===== src/rtl/apb2_cmd_master.sv =====
// apb2_cmd_master: command/response to APB SETUP/ACCESS initiator; optional ACCESS timeout under `APB2_MST_TIMEOUT_EN`
module apb2_cmd_master #(
  parameter int ADDR_W         = 32,
  parameter int DATA_W         = 32,
  parameter int TIMEOUT_CYCLES = 256
) (
  input  logic                apb2_root_clk,
  input  logic                apb2_root_rstn,
  input  logic                cmd_valid,
  output logic                cmd_ready,
  input  logic                cmd_write,
  input  logic [ADDR_W-1:0]   cmd_addr,
  input  logic [DATA_W-1:0]   cmd_wdata,
  input  logic [DATA_W/8-1:0] cmd_strb,
  input  logic [2:0]          cmd_prot,
  output logic                rsp_valid,
  input  logic                rsp_ready,
  output logic [DATA_W-1:0]   rsp_rdata,
  output logic                rsp_slverr,
  output logic                rsp_timeout,
  output logic                psel,
  output logic                penable,
  output logic                pwrite,
  output logic [ADDR_W-1:0]   paddr,
  output logic [DATA_W-1:0]   pwdata,
  output logic [DATA_W/8-1:0] pstrb,
  output logic [2:0]          pprot,
  input  logic [DATA_W-1:0]   prdata,
  input  logic                pready,
  input  logic                pslverr
);
  typedef enum logic [1:0] {IDLE, SETUP, ACCESS, RESP} state_t;
  state_t state, state_nxt;
  logic accept, done, abort;
  assign accept    = state == IDLE && cmd_valid;
  assign done      = state == ACCESS && pready;
  assign cmd_ready = state == IDLE;
  assign psel      = state == SETUP || state == ACCESS;
  assign penable   = state == ACCESS;
  assign rsp_valid = state == RESP;
`ifdef APB2_MST_TIMEOUT_EN
  localparam int CW = $clog2(TIMEOUT_CYCLES);
  logic [CW-1:0] cnt;
  logic          timeout_q;
  assign abort       = state == ACCESS && !pready && cnt == CW'(TIMEOUT_CYCLES - 1);
  assign rsp_timeout = timeout_q;
  // count stalled ACCESS cycles, restarting each time a new ACCESS is entered
  always_ff @(posedge apb2_root_clk) begin
    if (!apb2_root_rstn) cnt <= '0;
    else if (state == SETUP) cnt <= '0;
    else if (state == ACCESS && !pready && !abort) cnt <= cnt + 1'b1;
  end
  // timeout flag follows the outcome of the most recent transfer
  always_ff @(posedge apb2_root_clk) begin
    if (!apb2_root_rstn) timeout_q <= 1'b0;
    else if (done) timeout_q <= 1'b0;
    else if (abort) timeout_q <= 1'b1;
  end
`else
  assign abort       = 1'b0;
  assign rsp_timeout = 1'b0;
`endif
  // state register
  always_ff @(posedge apb2_root_clk) begin
    if (!apb2_root_rstn) state <= IDLE;
    else state <= state_nxt;
  end
  // next-state: one SETUP cycle, ACCESS until ready or abort, RESP until consumed
  always_comb begin
    state_nxt = state;
    unique case (state)
      IDLE:    state_nxt = cmd_valid ? SETUP : IDLE;
      SETUP:   state_nxt = ACCESS;
      ACCESS:  state_nxt = (pready || abort) ? RESP : ACCESS;
      RESP:    state_nxt = rsp_ready ? IDLE : RESP;
    endcase
  end
  // bus fields load on accept and then hold; response fields load at completion
  always_ff @(posedge apb2_root_clk) begin
    if (!apb2_root_rstn) begin
      paddr      <= '0;
      pwdata     <= '0;
      pstrb      <= '0;
      pprot      <= '0;
      pwrite     <= 1'b0;
      rsp_rdata  <= '0;
      rsp_slverr <= 1'b0;
    end else begin
      if (accept) begin
        paddr  <= cmd_addr;
        pwdata <= cmd_wdata;
        pstrb  <= cmd_write ? cmd_strb : '0;
        pprot  <= cmd_prot;
        pwrite <= cmd_write;
      end
      if (done) begin
        rsp_rdata  <= pwrite ? '0 : prdata;
        rsp_slverr <= pslverr;
      end else if (abort) begin
        rsp_rdata  <= '0;
        rsp_slverr <= 1'b1;
      end
    end
  end
endmodule


===== config.mk =====
export PLATFORM = sky130hd
export DESIGN_NAME = apb2_cmd_master
export DESIGN_NICKNAME = d
export VERILOG_FILES = /design/src/rtl/apb2_cmd_master.sv
export SDC_FILE = /design/constraint.sdc
export NUM_CORES = 1
export LEC_CHECK = 0
export BUFFER_PORTS_ARGS = -buffer_cell sky130_fd_sc_hd__buf_2
export CAP_MARGIN = 40
export CORE_ASPECT_RATIO = 1.5
export CORE_MARGIN = 8
export CORE_UTILIZATION = 52
export DETAILED_ROUTE_END_ITERATION = 7
export PLACE_DENSITY = 0.86
export SETUP_SLACK_MARGIN = 0.5
export SLEW_MARGIN = 20
export SYNTH_ARGS = -nofsm -noshare
export SYNTH_HDL_FRONTEND = slang
export SYNTH_SLANG_ARGS = --single-unit

===== constraint.sdc =====
create_clock -name apb2_root_clk -period 2.35 [get_ports apb2_root_clk]
set_input_delay 0.47 -clock apb2_root_clk [delete_from_list [all_inputs] [get_ports apb2_root_clk]]
set_output_delay 0.47 -clock apb2_root_clk [all_outputs]
set_load 0.01 [all_outputs]

==> flow_metrics.env, run 1 <==
export IMPL_finalSetupTns_ns=0
export IMPL_ys_types=24
export IMPL_drive_above_1_share_pct=50.9
export IMPL_fin_nets=792
export IMPL_rows=44
export IMPL_cts_sinks=107
export IMPL_drc=0
export IMPL_arrival_ns=1.30
export IMPL_syn_inst=496
export IMPL_path_max_fanout=21
export IMPL_critPathLaunchType="flop"
export IMPL_dp_hpwl_microns=9980
export IMPL_die_height_microns=137
export IMPL_insertion_delay_ns=0.35
export IMPL_cp_cell_sequence="inv_1 -> ha_4 -> buf_2"
export IMPL_hold_class="input pin to flop"
export IMPL_synthesis_nets=609
export IMPL_path_buf_inv=2
export IMPL_grt_usage_pct=21.0
export IMPL_fmax_mhz=565
export IMPL_ys_ff_latch=107
export IMPL_slew_violations=0
export IMPL_multi_input_area_sq_um=2610
export IMPL_die_x_microns=96.6
export IMPL_drv_cap=0
export IMPL_die_area_sq_um=13200
export IMPL_insertedDiodeCount=0
export IMPL_grt_pass1_wl_microns=23200
export IMPL_pin_count=220
export IMPL_setup_viol=0
export IMPL_via_per_inst=5.63
export IMPL_ff_latch_area_sq_um=2140
export IMPL_crit_type="flop to primary output"
export IMPL_yosys_top_cells_count="107 x dfxtp_1, 79 x a21bo_1, 60 x a21oi_2"
export IMPL_grt_start_max_net_pins=105
export IMPL_initial_core_util_pct=52.9
export IMPL_grt_pass1_vias=4542
export IMPL_cts_reportedPaths_clkPinSlew_ns=0.07
export IMPL_antenna_found_initial=0
export IMPL_ys_async_sr_fraction_pct=0
export IMPL_syn_to_final_growth_pct=29.3
export IMPL_critPathMaxStageDelay_ns=0.33
export IMPL_postRouteAntennaNets=0
export IMPL_tightestPinTransition_ns=0.597
export IMPL_avgSynthCellArea_sq_um=10.2
export IMPL_rsz0062_at_grt="false"
export IMPL_fin_crit_ns=1.77
export IMPL_period_share_pct=75.3
export IMPL_routed_wl_microns=14600
export IMPL_yosysTopAreaCell="dfxtp_1"
export IMPL_ys_flop_type="dfxtp_1"
export IMPL_endpoint_kind="primary output"
export IMPL_first_pass_iters=4
export IMPL_cts_tree="done"
export IMPL_synth_most_common_cell="dfxtp_1"
export IMPL_drt_iter0_drc=145
export IMPL_relSlewSlack_pct=60.2
export IMPL_cts_buffers=9
export IMPL_cellLeakagePower_nw=2.89
export IMPL_synth_area_top_cells="dfxtp_1 42%, a21bo_1 16%, a21oi_2 10%"
export IMPL_fin_total_pwr_mw=5.08
export IMPL_slowest_stage="dfxtp_1"
export IMPL_worstPathRequired_ns=1.88
export IMPL_num_vias=4498
export IMPL_placeableCoreArea_sq_um=9580
export IMPL_final_hold_violation_count=0
export IMPL_irDropWorstVdd_mv=0.513
export IMPL_cts_root_buf="clkbuf_16"
export IMPL_cts_hold_buf=0
export IMPL_yosysSeqAreaShare_pct=42.3
export IMPL_overflow=0
export IMPL_yosysTopAreaCellShare_pct=42.3
export IMPL_synth_edff_count=0
export IMPL_h_tree_depth=3
export IMPL_gp_congestion=0.780
export IMPL_powerDensity_nw_per_um2=775
export IMPL_skew_ns=0.00726
export IMPL_synthesis_area_sq_um=5070
export IMPL_path_delay_family="flip-flops"
export IMPL_clk_path_buf_depth=2
export IMPL_wl_per_cell_microns=18.3
export IMPL_fill_cells=754
export IMPL_yosys_warnings=0
export IMPL_status="completed"
export IMPL_io_buffers=218
-- cell families (layout without fill, tap and decap cells) --
| family | after synthesis | in the layout | share of synthesized area (%) |
|---|---|---|---|
| AND/OR/NAND/NOR | 108 | 108 | 14.2 |
| flip-flops | 107 | 107 | 42.3 |
| adder cells (fa/ha/maj) | 3 | 3 | 0.740 |
| other | 1 | 1 | 0.0740 |
| AO/OA/AOI/OAI | 213 | 213 | 36.1 |
| buffers and inverters | 64 | 252 | 6.69 |
-- worst min-delay path, stage by stage --
cell     delay [ns]
buf_2          0.10
nand3_2        0.05
a21oi_2        0.04
-- area by class of cell --
type	instances	area share (%)
clock inverter	7	1.87
tap	115	2.20
clock buffer	9	3.44
multi-input combinational	325	39.9
timing repair buffer	233	19.7
sequential	107	32.7
inverter	3	0.210
-- registers in the layout, indices dropped and copies added (netlist names) --
name,count
paddr,32
pwdata,32
rsp_rdata,32
pstrb,4
pprot,3
state,2
pwrite,1
rsp_slverr,1
-- through the flow --
step | cell area, sq um | setup WS, ns | instances | hold WS (ns) | utilization, %
6_report | 6550 | 0.581 | 799 | 0.367 | 68.4
3_3_place_gp | 6140 | 0.570 | 780 | 0.550 | 64.1
5_1_grt | 6550 | 0.523 | 799 | 0.350 | 68.4
2_1_floorplan | 5070 | 1.01 | 496 | 0.524 | -
3_5_place_dp | 6140 | 0.504 | 780 | 0.554 | 64.1
4_1_cts | 6530 | 0.464 | 798 | 0.354 | 68.2
-- report_power, final --
group	internal, mW	total [mW]	switching, mW
Clock	1.05	1.73	0.684
Sequential	1.96	2.05	0.0846
Combinational	0.556	1.30	0.744
-- layer usage --
layer / GRT usage, % / vias up / share of wire [%]
li1: - / 2164 / -
met1: 24.4 / 2152 / 41
met2: 36.0 / 167 / 51
met3: 5.66 / 15 / 6.5
met4: 8.50 / 0 / 1.5
met5: 0 / - / 0
-- what timing repair did --
item | 4_1_cts | 5_1_grt
buffers inserted | 2 | 1
pin swaps | 1 | 0
gates resized for setup | 1 | 0
endpoints found under the setup margin | 9 | 1
-- placed cells by master (no fill, tap or decap), types with 2 or more instances in the layout --
cell,synthesis,routed
a21oi_1,45,45
clkinvlp_4,0,2
bufinv_16,0,3
a21oi_2,60,60
buf_4,11,9
nand4_1,4,4
inv_6,0,2
a21bo_1,79,79
ha_4,0,2
nand4b_1,32,32
nand3_2,10,10
a21bo_2,26,26
buf_2,34,217
buf_12,0,5
clkbuf_16,0,9
nand3_1,59,59
dfxtp_1,107,107
inv_1,2,2
-- final timing paths --
kind | cells past startpoint | start | to | slack, ns
worst min-delay path | 3 | cmd_wdata[8] | pwdata[8]$_SDFFE_PN0P_ | 0.37
worst min register to register | 2 | rsp_rdata[18]$_SDFFE_PN0P_ | rsp_rdata[18]$_SDFFE_PN0P_ | 0.57
worst max-delay path | 3 | state[0]$_SDFF_PN0_ | penable | 0.58
worst max register to register | 6 | state[1]$_SDFF_PN0_ | pprot[1]$_SDFFE_PN0P_ | 0.78
Note: power is estimated with default switching activity, not from simulation.
==> run 2, diff against run 1 <==
CORE_UTILIZATION = 48   (was 52)
PLACE_DENSITY = 0.81   (was 0.86)
clock period = 1.8 ns   (was 2.35 ns; I/O delays follow)
==> run 2 against run 1 <==
Net effect: utilization grew 6.6 points; sequential power grew 30%; setup slack lost 0.26 ns; critical path depth is the same; global-route usage grew 2.5 points; sequential cell count is the same; first-iteration DRC count grew 44%; final area grew 19%; wire length grew 22%; critical endpoint is now psel; die area grew 7.1%; clock power grew 25%.
==> flow_metrics.env, run 2 (synthesis gave the netlist of run 1 again) <==
export IMPL_p_int_mw=5.68
export IMPL_clk_path_buf_depth=2
export IMPL_hold_class="input pin to flop"
export IMPL_fin_cells=870
export IMPL_relSlewSlack_pct=66.3
export IMPL_die_x_microns=99.9
export IMPL_p_seq_share_pct=33.2
export IMPL_setup_viol=0
export IMPL_grtUsageMet3_pct=6.42
export IMPL_grt_busiest_layer="met2"
export IMPL_rows=46
export IMPL_crit_type="flop to primary output"
export IMPL_overflow=0
export IMPL_io_buffers=218
export IMPL_path_max_fanout=3
export IMPL_endpoint_kind="primary output"
export IMPL_cts_reportedPaths_clkPinSlew_ns=0.07
export IMPL_period_share_pct=82.4
export IMPL_final_hold_violation_count=0
export IMPL_fin_nets=832
export IMPL_fin_total_pwr_mw=8.06
export IMPL_cts_sinks=107
export IMPL_drc=0
export IMPL_drv_cap=0
export IMPL_arrival_ns=1.12
export IMPL_die_height_microns=142
export IMPL_use_met1_pct=24.7
export IMPL_cts_buffers=9
export IMPL_routed_wl_microns=17800
export IMPL_syn_to_final_growth_pct=54.2
export IMPL_fin_crit_ns=1.48
export IMPL_slew_violations=0
export IMPL_status="completed"
export IMPL_insertion_delay_ns=0.34
export IMPL_wl_per_cell_microns=20.5
export IMPL_critPathLaunchType="flop"
export IMPL_h_tree_depth=3
export IMPL_drt_iter0_drc=209
export IMPL_die_area_sq_um=14200
export IMPL_pin_count=220
export IMPL_final_common_cell="buf_2"
export IMPL_switching_share_pct=29.6
export IMPL_switchingPower_mw=2.38
export IMPL_placed_area_sq_um=6210
export IMPL_first_pass_iters=4
export IMPL_grt_pass1_vias=5092
export IMPL_powerDensity_nw_per_um2=1030
export IMPL_finish_instance_area_sq_um=7820
export IMPL_via_per_inst=5.55
export IMPL_cts_tree="done"
export IMPL_rsz0062_at_grt="true"
export IMPL_cp_cell_sequence="inv_4 -> ha_4 -> buf_6"
export IMPL_post_place_ws_ns=0.230
export IMPL_fmax_mhz=675
export IMPL_skew_ns=0.00863
export IMPL_layout_common_cells="214 x buf_2, 105 x dfxtp_1, 79 x a21bo_1, 73 x a21oi_2, 45 x nand3_2"
export IMPL_numPlacedInstances=809
export IMPL_grt_start_max_net_pins=80
export IMPL_worstPathRequired_ns=1.44
export IMPL_gp_congestion=0.787
export IMPL_finalSetupTns_ns=0
export IMPL_power_frac_clock_pct=26.9
export IMPL_top_regs="paddr x32, pwdata x32, rsp_rdata x32"
export IMPL_tightestPinTransition_ns=0.505
export IMPL_num_vias=4828
export IMPL_dp_hpwl_microns=9870
export IMPL_postRouteAntennaNets=0
export IMPL_placeableCoreArea_sq_um=10400
export IMPL_drive_above_1_share_pct=60.9
export IMPL_slowest_stage="dfxtp_2"
export IMPL_grt_usage_pct=23.5
export IMPL_antenna_found_initial=2
export IMPL_p_comb_share_pct=39.9
export IMPL_grt_use_met2_pct=40.6
export IMPL_irDropWorstVdd_mv=0.647
export IMPL_cts_root_buf="clkbuf_16"
export IMPL_critPathMaxStageDelay_ns=0.37
export IMPL_cellLeakagePower_nw=3.38
export IMPL_grt_pass1_wl_microns=26500
export IMPL_initial_core_util_pct=48.7
export IMPL_timing_final_ws_setup_ns=0.318
[run 2: cell types whose count changed in the layout (fill, tap and decap cells not counted), sizes merged]
cell      delta
clkbuf       +6
inv          -1
bufinv       -1
diode        +2
buf         +38
clkinvlp     -2
[run 2: final cells by class]
| class | count | area, sq um |
|---|---|---|
| clock buffer | 13 | 260 |
| fill | 694 | 2600 |
| antenna | 2 | 5.00 |
| multi-input combinational | 325 | 2880 |
| sequential | 107 | 2150 |
| tap | 144 | 180 |
| inverter | 3 | 18.8 |
| timing repair buffer | 273 | 2260 |
| clock inverter | 3 | 68.8 |
[run 2: worst max-delay path: cells and delay by family (launching register included)]
kind	cells	cell delay (ns)
adders and majority gates	1	0.26
buffers and inverters	2	0.15
DFF	1	0.37
[run 2: metal layers]
metal,vias to the layer above,routed length [microns]
li1,2256,-
met1,2310,6540
met2,213,9390
met3,49,1230
met4,0,690
met5,-,0
[run 2: path summary, 6_finish.rpt]
path,startpoint,end,slack [ns],depth (start not counted)
worst min register to register,rsp_rdata[9]$_SDFFE_PN0P_,rsp_rdata[9]$_SDFFE_PN0P_,0.57,2
worst max register to register,state[0]$_SDFF_PN0_,state[0]$_SDFF_PN0_,0.34,6
worst max-delay path,state[0]$_SDFF_PN0_,psel,0.32,3
worst min-delay path,cmd_wdata[23],pwdata[23]$_SDFFE_PN0P_,0.26,3
[run 2: through the flow]
step	hold WS [ns]	util, %
2_1_floorplan	0.491	-
3_3_place_gp	0.550	59.6
3_5_place_dp	0.556	59.6
4_1_cts	0.244	73.2
5_1_grt	0.252	75.0
6_report	0.262	75.0
[run 2: repair_timing]
action,CTS,global route
buffers inserted,18,4
setup endpoints to repair,100,110
cloned,19,2
pin swaps,92,23
hold buffers,0,0
gates resized for setup,87,19
[run 2: power groups by stage]
stage | clock [mW] | combinational (mW) | sequential, mW
finish | 2.17 | 3.22 | 2.67
global placement | 0 | 1.61 | 2.70
detailed placement | 0 | 1.65 | 2.71
CTS | 2.19 | 3.04 | 2.67
floorplan | 0 | 1.01 | 2.80
global route | 2.30 | 3.38 | 2.69
